`src/rtl/multicycle_control.sv`:
```
// multicycle_control: Moore controller for the shared-memory multicycle ARM datapath.
//
// Decodes the instruction register and steps FETCH -> DECODE -> (MEM*/EXECUTE*/BRANCH) ->
// FETCH, driving the datapath selects and write enables of each step. Holds the NZCV flags
// and gates every architectural write (PC, register file, memory) with the condition field.
//
// Ports:
//   clk         rising-edge clock
//   reset       synchronous, active-high
//   Instr       instruction register contents (stable from the cycle after FETCH)
//   ALUFlags    {N,Z,C,V} produced by the ALU this cycle
//   PCWrite     PC register enable
//   AdrSrc      memory address select: 0 = PC, 1 = ALUOut/Result
//   MemWrite    data memory write enable
//   IRWrite     instruction register enable
//   ResultSrc   00 = ALUOut, 01 = Data register, 10 = ALU result
//   ALUSrcA     0 = register A, 1 = PC
//   ALUSrcB     00 = WriteData, 01 = ExtImm, 10 = constant 4
//   ALUControl  00 ADD, 01 SUB, 10 AND, 11 ORR
//   ImmSrc      immediate extension select (Instr[27:26])
//   RegSrc      register-file read address selects
//   RegWrite    register file write enable
module multicycle_control (
  input  logic        clk,
  input  logic        reset,
  input  logic [31:0] Instr,
  input  logic [3:0]  ALUFlags,
  output logic        PCWrite,
  output logic        AdrSrc,
  output logic        MemWrite,
  output logic        IRWrite,
  output logic [1:0]  ResultSrc,
  output logic        ALUSrcA,
  output logic [1:0]  ALUSrcB,
  output logic [1:0]  ALUControl,
  output logic [1:0]  ImmSrc,
  output logic [1:0]  RegSrc,
  output logic        RegWrite
);

  typedef enum logic [3:0] {
    StFetch    = 4'd0,
    StDecode   = 4'd1,
    StMemAdr   = 4'd2,
    StMemRead  = 4'd3,
    StMemWb    = 4'd4,
    StMemWrite = 4'd5,
    StExecuteR = 4'd6,
    StExecuteI = 4'd7,
    StAluWb    = 4'd8,
    StBranch   = 4'd9
  } state_e;

  // Instruction fields
  logic [3:0] cond;
  logic [1:0] op;
  logic [5:0] funct;
  logic [3:0] rd;
  logic       s_bit;

  assign cond  = Instr[31:28];
  assign op    = Instr[27:26];
  assign funct = Instr[25:20];
  assign rd    = Instr[15:12];
  assign s_bit = Instr[20];

  // Register addresses and offsets are consumed by the datapath, not here.
  logic unused_instr_bits;
  assign unused_instr_bits = ^{Instr[19:16], Instr[11:0]};

  state_e     state_q, state_d;
  logic [3:0] nzcv_q, nzcv_d;
  logic       cond_ex_q, cond_ex_d;   // condition result latched at the end of DECODE
  logic       no_write_q;

  // Unconditioned controls produced by the state decoder
  logic       ir_write;
  logic       next_pc;
  logic       branch;
  logic       reg_w;
  logic       mem_w;
  logic       alu_op;
  logic       adr_src;
  logic [1:0] result_src;
  logic       alu_src_a;
  logic [1:0] alu_src_b;

  // ALU decoder results
  logic [1:0] alu_ctl;
  logic [1:0] flag_w;
  logic       no_write;

  logic       cond_ex;
  logic       pcs;

  // ---------------------------------------------------------------------------
  // State register
  // ---------------------------------------------------------------------------
  always_ff @(posedge clk) begin
    if (reset) begin
      state_q    <= StFetch;
      nzcv_q     <= 4'b0000;
      cond_ex_q  <= 1'b0;
      no_write_q <= 1'b0;
    end else begin
      state_q    <= state_d;
      nzcv_q     <= nzcv_d;
      cond_ex_q  <= cond_ex_d;
      // Sampled every cycle so that in ALUWB it holds the value decoded during EXECUTE, and
      // it is 0 again for any later writeback (MEMWB) since the decoder idles outside EXECUTE.
      no_write_q <= no_write;
    end
  end

  // ---------------------------------------------------------------------------
  // Next-state and per-state controls
  // ---------------------------------------------------------------------------
  always_comb begin
    state_d    = StFetch;
    ir_write   = 1'b0;
    next_pc    = 1'b0;
    branch     = 1'b0;
    reg_w      = 1'b0;
    mem_w      = 1'b0;
    alu_op     = 1'b0;
    adr_src    = 1'b0;
    result_src = 2'b00;
    alu_src_a  = 1'b0;
    alu_src_b  = 2'b00;

    case (state_q)
      StFetch: begin
        ir_write   = 1'b1;
        next_pc    = 1'b1;
        alu_src_a  = 1'b1;
        alu_src_b  = 2'b10;
        result_src = 2'b10;
        state_d    = StDecode;
      end
      StDecode: begin
        // PC+8 is computed here for use as R15 by the execute step.
        alu_src_a  = 1'b1;
        alu_src_b  = 2'b10;
        result_src = 2'b10;
        case (op)
          2'b01:   state_d = StMemAdr;
          2'b00:   state_d = funct[5] ? StExecuteI : StExecuteR;
          2'b10:   state_d = StBranch;
          default: state_d = StFetch;
        endcase
      end
      StMemAdr: begin
        alu_src_a = 1'b0;
        alu_src_b = 2'b01;
        state_d   = funct[0] ? StMemRead : StMemWrite;
      end
      StMemRead: begin
        adr_src    = 1'b1;
        result_src = 2'b00;
        state_d    = StMemWb;
      end
      StMemWb: begin
        result_src = 2'b01;
        reg_w      = 1'b1;
        state_d    = StFetch;
      end
      StMemWrite: begin
        adr_src    = 1'b1;
        result_src = 2'b00;
        mem_w      = 1'b1;
        state_d    = StFetch;
      end
      StExecuteR: begin
        alu_src_a = 1'b0;
        alu_src_b = 2'b00;
        alu_op    = 1'b1;
        state_d   = StAluWb;
      end
      StExecuteI: begin
        alu_src_a = 1'b0;
        alu_src_b = 2'b01;
        alu_op    = 1'b1;
        state_d   = StAluWb;
      end
      StAluWb: begin
        result_src = 2'b00;
        reg_w      = 1'b1;
        state_d    = StFetch;
      end
      StBranch: begin
        alu_src_a  = 1'b0;
        alu_src_b  = 2'b01;
        result_src = 2'b10;
        branch     = 1'b1;
        state_d    = StFetch;
      end
      default: state_d = StFetch;
    endcase
  end

  // ---------------------------------------------------------------------------
  // ALU decoder: {cmd, S}
  // ---------------------------------------------------------------------------
  always_comb begin
    alu_ctl  = 2'b00;
    flag_w   = 2'b00;
    no_write = 1'b0;
    if (alu_op) begin
      case ({funct[4:1], s_bit})
        5'b01000: alu_ctl = 2'b00;                                    // ADD
        5'b01001: begin alu_ctl = 2'b00; flag_w = 2'b11; end          // ADDS
        5'b00100: alu_ctl = 2'b01;                                    // SUB
        5'b00101: begin alu_ctl = 2'b01; flag_w = 2'b11; end          // SUBS
        5'b00000: alu_ctl = 2'b10;                                    // AND
        5'b00001: begin alu_ctl = 2'b10; flag_w = 2'b10; end          // ANDS
        5'b11000: alu_ctl = 2'b11;                                    // ORR
        5'b11001: begin alu_ctl = 2'b11; flag_w = 2'b10; end          // ORRS
        5'b10101: begin alu_ctl = 2'b01; flag_w = 2'b11; no_write = 1'b1; end  // CMP
        default:  alu_ctl = 2'b00;
      endcase
    end
  end

  // ---------------------------------------------------------------------------
  // Condition check against the stored flags
  // ---------------------------------------------------------------------------
  always_comb begin
    logic n, z, c, v;
    {n, z, c, v} = nzcv_q;
    case (cond)
      4'h0:    cond_ex = z;                      // EQ
      4'h1:    cond_ex = ~z;                     // NE
      4'h2:    cond_ex = c;                      // CS
      4'h3:    cond_ex = ~c;                     // CC
      4'h4:    cond_ex = n;                      // MI
      4'h5:    cond_ex = ~n;                     // PL
      4'h6:    cond_ex = v;                      // VS
      4'h7:    cond_ex = ~v;                     // VC
      4'h8:    cond_ex = c & ~z;                 // HI
      4'h9:    cond_ex = ~c | z;                 // LS
      4'hA:    cond_ex = ~(n ^ v);               // GE
      4'hB:    cond_ex = n ^ v;                  // LT
      4'hC:    cond_ex = ~z & ~(n ^ v);          // GT
      4'hD:    cond_ex = z | (n ^ v);            // LE
      default: cond_ex = 1'b1;                   // AL and 1111
    endcase
  end

  // Flags and latched condition
  always_comb begin
    nzcv_d    = nzcv_q;
    cond_ex_d = cond_ex_q;
    if (state_q == StDecode) begin
      cond_ex_d = cond_ex;
    end
    // alu_op is high exactly in the two EXECUTE states.
    if (alu_op && cond_ex) begin
      if (flag_w[1]) nzcv_d[3:2] = ALUFlags[3:2];
      if (flag_w[0]) nzcv_d[1:0] = ALUFlags[1:0];
    end
  end

  // ---------------------------------------------------------------------------
  // Outputs
  // ---------------------------------------------------------------------------
  assign pcs = branch | (reg_w & (rd == 4'd15));

  always_comb begin
    PCWrite    = 1'b0;
    MemWrite   = 1'b0;
    IRWrite    = 1'b0;
    RegWrite   = 1'b0;
    if (!reset) begin
      PCWrite  = next_pc | (pcs & cond_ex_q);
      MemWrite = mem_w & cond_ex_q;
      IRWrite  = ir_write;
      RegWrite = reg_w & cond_ex_q & ~no_write_q;
    end
  end

  assign AdrSrc     = adr_src;
  assign ResultSrc  = result_src;
  assign ALUSrcA    = alu_src_a;
  assign ALUSrcB    = alu_src_b;
  assign ALUControl = alu_ctl;
  assign ImmSrc     = op;
  assign RegSrc     = {(op == 2'b01) & ~funct[0], (op == 2'b10)};

endmodule

```
`config.mk`:
```
export PLATFORM = sky130hd
export DESIGN_NAME = multicycle_control
export DESIGN_NICKNAME = d
export VERILOG_FILES = /design/src/rtl/multicycle_control.sv
export SDC_FILE = /design/constraint.sdc
export NUM_CORES = 1
export LEC_CHECK = 0
export CORE_UTILIZATION = 36
export CTS_CLUSTER_SIZE = 25
export DETAILED_ROUTE_END_ITERATION = 10
export GPL_ROUTABILITY_DRIVEN = 1
export GPL_TIMING_DRIVEN = 0
export PLACE_DENSITY = 0.8
export SKIP_CTS_REPAIR_TIMING = 1
export SYNTH_ARGS = -nofsm -noshare
export SYNTH_HDL_FRONTEND = slang
export SYNTH_SLANG_ARGS = --single-unit
```
`constraint.sdc`:
```
create_clock -name clk -period 1.85 [get_ports clk]
set_input_delay 0.185 -clock clk [delete_from_list [all_inputs] [get_ports clk]]
set_output_delay 0.185 -clock clk [all_outputs]
set_load 0.03 [all_outputs]
```
==> results.txt <==
Status -> finished, final reports clean
CTS tree -> done
Maximum vdd drop -> 0.302 mV
Number of diodes -> 0
Min Tclk post-route -> 1810 ps
DR pass1 iterations -> 4
Synth unique cells -> 35
Die height -> 50.0 um
Ys Warns -> 0
Overall Power -> 681 uW
R2R Setup Slk -> 300 ps
HPWL Detailed -> 1560 um
Total grt overflow -> 0
Total Wirelength -> 2060 um
Worst Hold Endpoint -> nzcv_q[2]
Worst Skew -> 4.05 ps
Synth Cell Area -> 828 um2
Post-synth top area cell -> dfxtp_1
Final Cell Area -> 0.00134 mm2
Cts bufs inserted -> 3
Placed insts -> 173
Crit. End Element -> primary output
Core area -> 0.00219 mm2
Worst path depth -> 4
Tot GR Track Use -> 16.4%
Final setup violating endpoints -> 0
Crit path max fanout -> 6
Leak -> 0.641 nW
Mapped Cells -> 108
Hold depth -> 3
Hold Path Class -> primary input to flip-flop
Register-to-Register Path Depth -> 6
CTS Sinks -> 10
CP cell instances -> buf_4 > or4b_4 > a211oi_2 > buf_4
Rel. slew slack -> 77.5%
Synthesized area per cell -> 7.67 um2
Worst reg2reg startpoint -> nzcv_q[2]
PortBufs -> 37
# IOs -> 54
Die width -> 50.0 um
Clk_lat worst skew -> 260 ps
Seq/Total Area, Yosys -> 24.2%
Layout Cells excl Fill -> 178
Fmax -> 553 MHz
Via density -> 5.14
Antenna Nets Post-Route -> 0
Data arrival, critical path -> 1620 ps
DR vias -> 915
CP dominant cell by count -> buf_4
Max stage delay on crit path -> 510 ps
Synthesis-stage register bit count -> 10
Worst-path clk slew -> 60 ps
Residual DRC -> 0
CP max stage cell -> or4b_4
Final nets -> 189
First DRT Iteration DRCs -> 18
Setup CP Type -> flip-flop to primary output
Synth Net Count -> 146
Post-synth top area share -> 24.2%
Largest delay contributor family on the critical path -> simple AND/OR/NAND/NOR gates
Largest net degree at the start of global routing -> 11
CTS root buf -> clkbuf_4
First-pass GRT wire length -> 3190 um
Starting density of the core -> 37.8%
Dominant cells by area after synthesis -> dfxtp_1, nand2b_1, mux2i_1, nor3_1, xnor2_1
Max H-tree Level -> 1
Slew Viols, Final -> 0
Die ar. -> 0.00250 mm2
Share of cells above drive strength 1 -> 16.0%
Max-cap violations -> 0
Max Root-Sink Buffers -> 2
Initial antenna violation count -> 0
Critical path required time -> 1660 ps
Final Hold Viols -> 0
Buffers & Inverters on Critical Path -> 2
FP Rows -> 17
Placed cell areas -> 0.00124 mm2
Worst-margin pin slew -> 334 ps
Placer Congestion -> 0.788
Vias in the first global route -> 791
Final Cycle Share -> 97.8%
PD cells -> 510 mW/mm2
Reg2Reg Capture Point -> nzcv_q[2]
Routed len/inst -> 11.6 um
Layout area overhead -> 61.3%
Min-delay src -> ALUFlags[2]
CP Launch Type -> flip-flop
-- cell type report --
type | instances | area, um2
Multi-Input combinational cell | 88 | 613
Clock buffer | 4 | 36.3
Inverter | 3 | 11.3
Fill cell | 203 | 855
Buffer | 7 | 41.3
Timing Repair Buffer | 38 | 395
Tap cell | 28 | 35.0
Sequential cell | 10 | 204
-- per-stage QoR --
step	utilization, %	setup slack (ps)	hold slack, ps	setup TNS [ps]
finish	61.0	40.2	505	0
global route	61.0	-1.10	516	-1.10
CTS	58.4	-593	499	-3720
detailed placement	56.8	-548	503	-2260
global placement	56.8	-531	477	-2000
floorplan	-	8.51	337	0
-- cell usage in the layout (no fill, tap or decap), types with 2 or more instances in the layout --
cell	netlist	layout
nand2_1	6	6
inv_1	3	3
nand3b_1	2	2
buf_4	2	4
a21oi_1	6	6
nand2b_1	12	12
mux2i_1	7	7
nor2b_1	3	3
nand3_1	2	2
buf_2	1	2
dlymetal6s2s_1	0	11
xor2_1	3	3
clkbuf_2	0	2
nor2_1	6	6
nor3b_1	3	3
nor3_1	9	8
clkbuf_4	0	5
o21ai_0	4	4
dfxtp_1	10	9
a31oi_1	2	2
xnor2_1	5	5
clkdlybuf4s50_1	0	23
-- state kept, by name, indices dropped and copies added (netlist names) --
signal	count
nzcv_q	4
state_q	4
cond_ex_q	1
no_write_q	1
-- layer usage --
metal / global-route usage (%) / vias up / share of wire, %
met3: 2.16 / 0 / 3.3
met5: 0 / - / 0
li1: - / 470 / -
met1: 20.7 / 426 / 45
met4: 8.57 / 0 / 0
met2: 26.8 / 19 / 51
-- cell usage after synthesis --
cell type	number
o21ai_0	4
a31o_2	1
a21oi_1	6
a41o_1	1
nand3_1	2
nand3b_1	2
inv_1	3
nor2_1	6
a31oi_1	2
and3b_1	1
a211oi_1	2
xnor2_1	5
and3_1	1
or4b_2	1
or3_1	2
clkbuf_1	4
nand2_1	6
nor4_1	1
a21boi_0	1
or2b_1	1
and2_1	1
buf_4	2
nor3_1	9
nor3b_1	3
dfxtp_1	10
mux2i_1	7
or2_2	1
xor2_1	3
and3b_4	1
nor2b_1	3
a22oi_2	1
nand2b_1	12
nor4b_1	1
buf_2	1
o2111ai_1	1
-- tightest hold or removal path, stage by stage --
cell and delay, ps:
clkdlybuf4s50_1 410, nand2b_1 70, mux2i_1 60
-- how the worst max path moves through the flow --
stage	slack, ps	from	endpoint
4_1_cts	-590	state_q[2]	PCWrite
6_report	40	state_q[1]	RegWrite
5_1_grt	-1	state_q[2]	PCWrite
2_1_floorplan	9	state_q[2]	PCWrite
3_3_place_gp	-530	reset	RegWrite
3_5_place_dp	-550	reset	RegWrite
-- cell families after synthesis --
kind of cell	after synthesis	share of synthesized area (%)
and+or+nand+nor	54	38.2
AOI/OAI and AO/OA	19	15.1
DFF	10	24.2
buffers and inverters	10	5.59
xor gates and xnor gates	8	8.46
muxes	7	8.46
-- where the power goes --
group	internal [mW]	leakage [nW]	total (mW)	switching, mW
registers	0.223	0.0820	0.229	0.00598
clock network	0.119	0.0210	0.192	0.0724
logic	0.126	0.538	0.260	0.134
total	0.469	0.641	0.681	0.212
No activity file was read; power rests on OpenSTA's default activity.
==> RTL change (same flow settings) <==
Encoding of `state_e`: now one-hot (10 bits for 10 states).
--- a/src/rtl/multicycle_control.sv
+++ b/src/rtl/multicycle_control.sv
@@ -38,17 +38,17 @@
   output logic        RegWrite
 );
 
-  typedef enum logic [3:0] {
-    StFetch    = 4'd0,
-    StDecode   = 4'd1,
-    StMemAdr   = 4'd2,
-    StMemRead  = 4'd3,
-    StMemWb    = 4'd4,
-    StMemWrite = 4'd5,
-    StExecuteR = 4'd6,
-    StExecuteI = 4'd7,
-    StAluWb    = 4'd8,
-    StBranch   = 4'd9
+  typedef enum logic [9:0] {
+    StFetch    = 10'b0000000001,
+    StDecode   = 10'b0000000010,
+    StMemAdr   = 10'b0000000100,
+    StMemRead  = 10'b0000001000,
+    StMemWb    = 10'b0000010000,
+    StMemWrite = 10'b0000100000,
+    StExecuteR = 10'b0001000000,
+    StExecuteI = 10'b0010000000,
+    StAluWb    = 10'b0100000000,
+    StBranch   = 10'b1000000000
   } state_e;
 
   // Instruction fields
Check against the original RTL: no difference found for any inputs over 10 cycles, from zero or initial values and one cycle with reset high; not proved beyond that.
==> RTL change against the unedited design <==
- the run now ends with negative setup slack left
- fmax decreased by 16%
- wire length increased by 70%
- die area increased by 43%
- cell area increased by 39%
- power increased by 44%
- sequential cell count increased by 6
- critical path type unchanged
- largest power group unchanged
- setup slack got worse by 350 ps
- clock skew increased by 1.3 ps
- sequential share of layout area increased by 2.8 points
- largest cell class unchanged
- combinational power increased by 45%
- area after synthesis increased by 45%
==> RTL change: results (changes against the unedited design) <==
POSTLAYOUTSETUPSLACKWORST_PS=-313  # -353 ps
TOTALNEGATIVESETUPSLACK_PS=-1130  # -1130 ps
PLACE.DETAILED.HPWL_MM=2.37  # +52%
FINALNETCOUNT=231  # +22%
LEAKAGEPOWER_nW=0.722  # +13%
PLACEMENT.IO_BUFFERS=34  # -8.1%
LAYOUT-DRIVE-GT1-SHARE=0.370  # +0.210
SYNTH.DISTINCT_CELLS=52  # +49%
WL_MET1_MM=1.45  # +55%
FIRST_GLOBAL_VIAS=1187  # +50%
POST-PLACE-WS_PS=-700  # -152 ps
GLOBAL_ROUTE_WIRE_LENGTH_BEFORE_REPAIR_MM=5.17  # +62%
POST_ROUTE_CLOCK_SKEW_PS=5.37  # +1.33 ps
SYNTH_SEQ_AREA_SHARE=0.267  # +0.0253
GR-USAGE-ALL-LAYERS=0.187  # +0.0233
CELL_INTERNAL_PWR_mW=0.636  # +36%
FINALSETUPVIOLCOUNT=10  # +10
MET3WIRELENGTH_UM=263  # +290%
FILLCELLCOUNT=288  # +42%
SOURCE_TO_SINK_CLOCK_DELAY_AT_THE_LATER_PIN_OF_THE_WORST_SKEW_PAIR_PS=290  # +30 ps
OUTCOME='finished, violations left'
POWER.CLOCK.TOTAL_mW=0.240  # +25%
MET2ROUTEDLENGTH_MM=1.79  # +69%
SHARE_OF_THE_SYNTHESIZED_NETLIST_AREA_TAKEN_BY_XOR_AND_XNOR_GATES=0.0511  # -0.0335
LAYOUT_TOP_REGISTERS='state_q (10), nzcv_q (4)'
DETAIL_ROUTE.ITER0.VIOLATIONS=67  # +49
GLOBALPLACE.CONGESTION=0.953  # +21%
VIOLATIONS='negative setup slack'
VIAS=1294  # +41%
HIGHEST_LAYER='met4'
SYNTH_COMPOUND_GATE_AREA_SHARE=0.146  # -0.00507
CLOCK_TRANSITION_AT_THE_REGISTER_CLOCK_PINS_ON_THE_WORST_SETUP_AND_HOLD_PATHS_AFTER_CTS_PS=100  # +40 ps
SYNTH_TOP_CELLS_BY_COUNT='sky130_fd_sc_hd__dfxtp_1, sky130_fd_sc_hd__nor2_1, sky130_fd_sc_hd__nand2b_1, sky130_fd_sc_hd__nor3_1'
==> RTL change: changes by cell type after synthesis, moves of 3 or more <==
cell / change
sky130_fd_sc_hd__dfxtp_1: +6
sky130_fd_sc_hd__nand2b_1: -3
sky130_fd_sc_hd__nor2_1: +7
sky130_fd_sc_hd__nor3b_1: +3
sky130_fd_sc_hd__clkbuf_1: -4
==> RTL change: final timing paths <==
kind / cells after the start / slack, ps / to / startpoint
worst max-delay path: 6 / -310 / PCWrite / state_q[8]
worst min-delay path: 3 / 340 / nzcv_q[2] / reset
worst max register to register: 5 / -60 / nzcv_q[3] / state_q[3]
worst min register to register: 2 / 520 / cond_ex_q / cond_ex_q
==> RTL change: cells by family after synthesis <==
kind of cell	count (synthesis)
multiplexers	6
flip-flops	16
XOR/XNOR	7
buffers and inverters	11
AND/OR/NAND/NOR	81
AO/OA/AOI/OAI	23
==> RTL change: worst min-delay path: cells and delay by family <==
kind	cells	cell delay, ps
buf+inv	1	210
simple gates	1	130
mux	1	60
==> RTL change: per-stage QoR <==
stage	area, um2	hold WS [ps]	std cells
2_1_floorplan	1220	257	144
3_3_place_gp	1620	479	222
3_5_place_dp	1620	498	222
4_1_cts	1650	294	226
5_1_grt	1860	355	236
6_report	1860	339	236
==> RTL change: routing by layer <==
layer,up-vias,global-route usage
met5,-,0
met3,2,0.0606
met1,611,0.240
met2,52,0.322
li1,629,-
met4,0,0.00664
==> RTL change: cell type report <==
| class | instances | area share |
|---|---|---|
| multi-input cells | 117 | 0.521 |
| clock buffers | 4 | 0.0195 |
| plain buffers | 8 | 0.0343 |
| inverters | 3 | 0.00605 |
| well taps | 44 | 0.0296 |
| repair buffers | 44 | 0.209 |
| flip-flops and latches | 16 | 0.181 |
